**config.mk**
```make
export PLATFORM = sky130hd
export DESIGN_NAME = burst_ram_arbiter
export DESIGN_NICKNAME = d
export VERILOG_FILES = /design/src/rtl/burst_ram_arbiter.sv
export SDC_FILE = /design/constraint.sdc
export NUM_CORES = 1
export LEC_CHECK = 0
export ABC_CLOCK_PERIOD_IN_PS = 2700
export CAP_MARGIN = 40
export CORE_AREA = 2 2 171 173
export CTS_BUF_LIST = sky130_fd_sc_hd__clkbuf_4 sky130_fd_sc_hd__clkbuf_8
export CTS_CLUSTER_SIZE = 12
export DETAILED_ROUTE_END_ITERATION = 10
export DIE_AREA = 0 0 173 175
export SYNTH_ARGS = -nofsm -noshare
export SYNTH_HDL_FRONTEND = slang
export SYNTH_SLANG_ARGS = --single-unit
export TNS_END_PERCENT = 10
```
**constraint.sdc**
```tcl
create_clock -name clk -period 2.7 [get_ports clk]
set_clock_uncertainty 0.2 [all_clocks]
set_input_delay 0.675 -clock clk [delete_from_list [all_inputs] [get_ports clk]]
set_output_delay 0.675 -clock clk [all_outputs]
set_load 0.01 [all_outputs]
```
**src/rtl/burst_ram_arbiter.sv**
```systemverilog
// Two-port burst arbiter in front of a single burst RAM controller: grants whole bursts,
// forwards the owner's command/data and steers read-ready back to it. Macro: BURST_ARBITER_ROUND_ROBIN_EN.
module burst_ram_arbiter #(
    parameter int BURST_RAM_DEPTH_BITWIDTH = 4,
    parameter int BURST_LENGTH             = 4
) (
    input  logic                                clk,
    input  logic                                rst,
    input  logic                                p0_cmd,
    input  logic                                p0_cmd_en,
    input  logic [BURST_RAM_DEPTH_BITWIDTH-1:0] p0_addr,
    input  logic [63:0]                         p0_wr_data,
    input  logic [7:0]                          p0_data_mask,
    output logic                                p0_grant,
    output logic [63:0]                         p0_rd_data,
    output logic                                p0_rd_data_ready,
    output logic                                p0_busy,
    input  logic                                p1_cmd,
    input  logic                                p1_cmd_en,
    input  logic [BURST_RAM_DEPTH_BITWIDTH-1:0] p1_addr,
    input  logic [63:0]                         p1_wr_data,
    input  logic [7:0]                          p1_data_mask,
    output logic                                p1_grant,
    output logic [63:0]                         p1_rd_data,
    output logic                                p1_rd_data_ready,
    output logic                                p1_busy,
    output logic                                br_cmd,
    output logic                                br_cmd_en,
    output logic [BURST_RAM_DEPTH_BITWIDTH-1:0] br_addr,
    output logic [63:0]                         br_wr_data,
    output logic [7:0]                          br_data_mask,
    input  logic [63:0]                         br_rd_data,
    input  logic                                br_rd_data_ready,
    input  logic                                br_busy
);

    localparam int CW = (BURST_LENGTH > 2) ? $clog2(BURST_LENGTH) : 1;

    typedef enum logic [1:0] {
        IDLE,
        WRITE_BEATS,
        READ_BEATS
    } state_t;

    state_t          state, state_next;
    logic            owner, owner_next;
    logic            last_grant, last_grant_next;
    logic [CW-1:0]   beat_cnt, beat_cnt_next;
    logic            winner;
    logic            grant;
    logic            sel;

`ifdef BURST_ARBITER_ROUND_ROBIN_EN
    assign winner = (p0_cmd_en && p1_cmd_en) ? ~last_grant : p1_cmd_en;
`else
    assign winner = ~p0_cmd_en;
`endif

    assign grant = !rst && (state == IDLE) && !br_busy && (p0_cmd_en || p1_cmd_en);
    assign sel   = (state == IDLE) ? winner : owner;

    always_comb begin
        // NOTE: every output gets a default before any branch, so no path can infer a latch.
        p0_grant         = 1'b0;
        p1_grant         = 1'b0;
        p0_rd_data_ready = 1'b0;
        p1_rd_data_ready = 1'b0;
        p0_busy          = 1'b0;
        p1_busy          = 1'b0;
        p0_rd_data       = br_rd_data;
        p1_rd_data       = br_rd_data;
        br_cmd           = 1'b0;
        br_cmd_en        = 1'b0;
        br_addr          = '0;
        br_wr_data       = '0;
        br_data_mask     = '0;
        if (!rst) begin
            br_cmd       = sel ? p1_cmd       : p0_cmd;
            br_addr      = sel ? p1_addr      : p0_addr;
            br_wr_data   = sel ? p1_wr_data   : p0_wr_data;
            br_data_mask = sel ? p1_data_mask : p0_data_mask;
            br_cmd_en    = grant;
            p0_grant     = grant && !winner;
            p1_grant     = grant && winner;
            p0_rd_data_ready = (state == READ_BEATS) && !owner && br_rd_data_ready;
            p1_rd_data_ready = (state == READ_BEATS) &&  owner && br_rd_data_ready;
            p0_busy      = (state != IDLE) &&  owner;
            p1_busy      = (state != IDLE) && !owner;
        end
    end

    always_comb begin
        state_next      = state;
        owner_next      = owner;
        last_grant_next = last_grant;
        beat_cnt_next   = beat_cnt;
        case (state)
            IDLE: begin
                if (grant) begin
                    owner_next      = winner;
                    last_grant_next = winner;
                    beat_cnt_next   = CW'(1);
                    state_next      = br_cmd ? WRITE_BEATS : READ_BEATS;
                end
            end
            WRITE_BEATS: begin
                beat_cnt_next = beat_cnt + CW'(1);
                if (beat_cnt == CW'(BURST_LENGTH - 1)) state_next = IDLE;
            end
            READ_BEATS: begin
                // Counter starts at 1 on grant, so the last ready beat is the one seen at wrap (0).
                if (br_rd_data_ready) begin
                    beat_cnt_next = beat_cnt + CW'(1);
                    if (beat_cnt == '0) state_next = IDLE;
                end
            end
            default: state_next = IDLE;
        endcase
    end

    always_ff @(posedge clk) begin
        // NOTE: state registers use non-blocking assignments so every flop samples pre-edge values.
        if (rst) begin
            state      <= IDLE;
            owner      <= 1'b0;
            last_grant <= 1'b1;
            beat_cnt   <= '0;
        end else begin
            state      <= state_next;
            owner      <= owner_next;
            last_grant <= last_grant_next;
            beat_cnt   <= beat_cnt_next;
        end
    end

endmodule

```
==> metrics.md <==
| Metric | Value |
|---|---|
| Routed Antenna Nets | 0 |
| Syn_nets | 668 |
| Startpoint class of the critical path | flop |
| Synth Warn # | 0 |
| Die Ht | 175 um |
| Outcome | finished, final reports clean |
| Initial Util | 8.915% |
| Synth unique cells | 27 |
| Num CTS Buffers | 3 |
| Core area | 28390 um2 |
| FP Rows | 62 |
| Setup crit end | br_addr[2] |
| Reg2reg start | state[0] |
| Post-synthesis instance total | 438 |
| Worst Tran Pin Value | 0.4430 ns |
| Longest Clk Path Bufs | 2 |
| R2R depth | 7 |
| Routed via count | 3260 |
| CP Launch Point | state[0] |
| Non-filler instance count after layout | 953 |
| Drt drc | 0 |
| Maximum fanout along the worst path | 6 |
| Clock Latency Late Sink | 0.22 ns |
| Syn-to-layout area delta | 86.70% |
| Largest net degree at the start of global routing | 47 |
| Max-cap violation count | 0 |
| Chip Width | 173 um |
| Antenna violations before repair | 0 |
| Hold Violations, Final | 0 |
| Power Density | 668.7 nW/um2 |
| Final setup TNS | 0 ns |
| Crit path DAT | 1.82 ns |
| Share of cells above drive strength 1 | 29.70% |
| Remaining Overflow, GRT | 0 |
| Pleak | 2.035 nW |
| Final net count | 800 |
| Max Clock Freq | 0.3709 GHz |
| Final min period | 2.696 ns |
| Area of the multi-input gates | 1464 um2 |
| Iter 0 DRT Violations | 85 |
| Hold Path Class | flop to flop |
| WS Path Type | flop to output port |
| Dpl cells | 932 |
| Port buffer count | 243 |
| Mapped Area | 2531 um2 |
| Clk sinks | 5 |
| CTS tree | built |
| Seq. cell area | 102.6 um2 |
| Initial DRT Pass Iterations | 4 |
| Pre-CTS setup slack | -0.8496 ns |
| # IOs | 436 |
| Fill cells | 3300 |
| Crit end category | output port |
| WL/cell | 16.17 um |
| Flip-flop and latch count after synthesis | 5 |
| Total Wirelength | 15410 um |
| Number of global-route vias before repair | 3312 |
| Vias/cell | 3.421 |
| RSZ-0062 raised after global routing | yes |
| CTS root buf | clkbuf_8 |
| CP Data Required Time | 1.82 ns |
| Tot GR Track Use | 9.467% |
| Clock slew at reported path FFs | 0.04 ns |
| Average size of a mapped cell | 5.779 um2 |
| R2R Setup Slk | 1.00 ns |
| Worst vdd ir | 0.3900 mV |
| Relative slew slack | 70.47% |
| Tcrit/Tclk final | 99.87% |
| ANT cells | 0 |
| Die area | 30280 um2 |
| GPL Wtd Cong | 0.7572 |
| H-Tree Level Count | 1 |
| Reg-to-reg endpoint | beat_cnt[0] |
| Final hold slack | 0.3131 ns |
| Pins Over Slew Limit | 0 |
| Power Total | 0.003160 W |
| First-pass GRT wire length | 21430 um |
| HPWL Detailed | 11120 um |
| Setup violators final | 0 |
| Worst setup margin | 0.003541 ns |
| Post-synthesis sequential area ratio | 3.955% |
[registers in the layout (all words and copies together) (netlist names)]
register and cells:
state 2, beat_cnt 2, owner 1
[metal layers]
metal	track usage, %	part of all wire [%]
met3	3.525	11
met1	10.83	40
met2	15.75	45
met4	4.202	4.6
met5	0	0
[synthesized netlist by cell type (all sizes together)]
master / number / area share, %
a21o: 1 / 0.35
buf: 151 / 43
and4: 1 / 0.35
nand2: 159 / 24
mux2i: 1 / 0.40
ha: 6 / 3.0
clkbuf: 5 / 0.79
and2: 1 / 0.25
a21oi: 81 / 16
dfxtp: 5 / 4.0
nor2b: 2 / 0.49
a211oi: 2 / 0.59
nor3b: 2 / 0.59
o21ai: 3 / 0.59
inv: 5 / 0.74
nor2: 2 / 0.89
o31ai: 1 / 0.84
nor3: 3 / 0.59
nand2b: 2 / 0.49
nand3b: 1 / 0.30
a211o: 3 / 1.0
nor4: 1 / 0.25
[power breakdown]
group / switching [W] / total (W) / leakage (nW) / internal [W]
sequential: 0.0000163 / 0.000113 / 0.0418 / 0.0000971
combinational: 0.00146 / 0.00290 / 1.97 / 0.00144
clock: 0.0000345 / 0.000146 / 0.0262 / 0.000111
[cells by family after synthesis]
kind of cell,count (synthesis),share of synthesized area (%)
compound gates,91,19.87
buf+inv,161,45.03
mux,1,0.3955
simple gates,174,27.78
fa+ha+maj,6,2.966
flops,5,3.955
[metrics by stage]
stage	cell area [um2]	util (%)
after floorplan	2531	-
after global placement	4574	16.11
after detailed placement	4574	16.11
after CTS	4710	16.59
after global routing	4726	16.64
final	4726	16.64
[worst min-delay path by stage]
stage	startpoint	to	depth (start not counted)
2_1_floorplan	beat_cnt[0]	beat_cnt[0]	2
3_3_place_gp	beat_cnt[0]	beat_cnt[0]	2
3_5_place_dp	beat_cnt[0]	beat_cnt[0]	2
4_1_cts	beat_cnt[0]	beat_cnt[0]	2
5_1_grt	beat_cnt[0]	beat_cnt[0]	2
6_report	beat_cnt[0]	beat_cnt[0]	2
[placed cells by master, fill, tap and decap left out, types with 2 or more instances in the layout]
cell type	count
nor2b_1	2
a211oi_1	2
a21oi_2	20
dfxtp_1	3
buf_16	3
o21ai_0	3
inv_2	2
buf_4	21
a21oi_4	3
buf_6	4
dlygate4sd2_1	8
nor2_4	2
ha_1	5
nand2_1	148
inv_1	3
clkdlybuf4s50_1	155
buf_2	76
nand2_2	9
a211o_1	3
clkbuf_8	3
nor3b_1	2
a21oi_1	58
buf_12	14
dfxtp_2	2
nor3_1	2
nand2_4	2
[worst max-delay path, stage by stage, from the launching register on]
cell and delay (ns):
dfxtp_2 0.33, inv_2 0.05, ha_4 0.19, nor2_4 0.15, a21o_4 0.18, buf_12 0.12, buf_16 0.12, nand2_1 0.06
a21oi_1 0.14, clkdlybuf4s15_2 0.24
[cell type report]
class / instances / area share (%)
clock buffers: 4 / 1.033
flip-flops and latches: 5 / 2.171
repair buffers: 283 / 55.26
multi-input cells: 272 / 30.98
inverters: 5 / 0.3971
well taps: 384 / 10.17
[what timing repair did]
item	CTS	global route
buffers inserted	11	2
setup endpoints to repair	84	76
gates cloned	7	0
hold buffers	0	0
resized for setup	354	28
pin swaps	33	11
No activity file was read; power rests on OpenSTA's default activity.
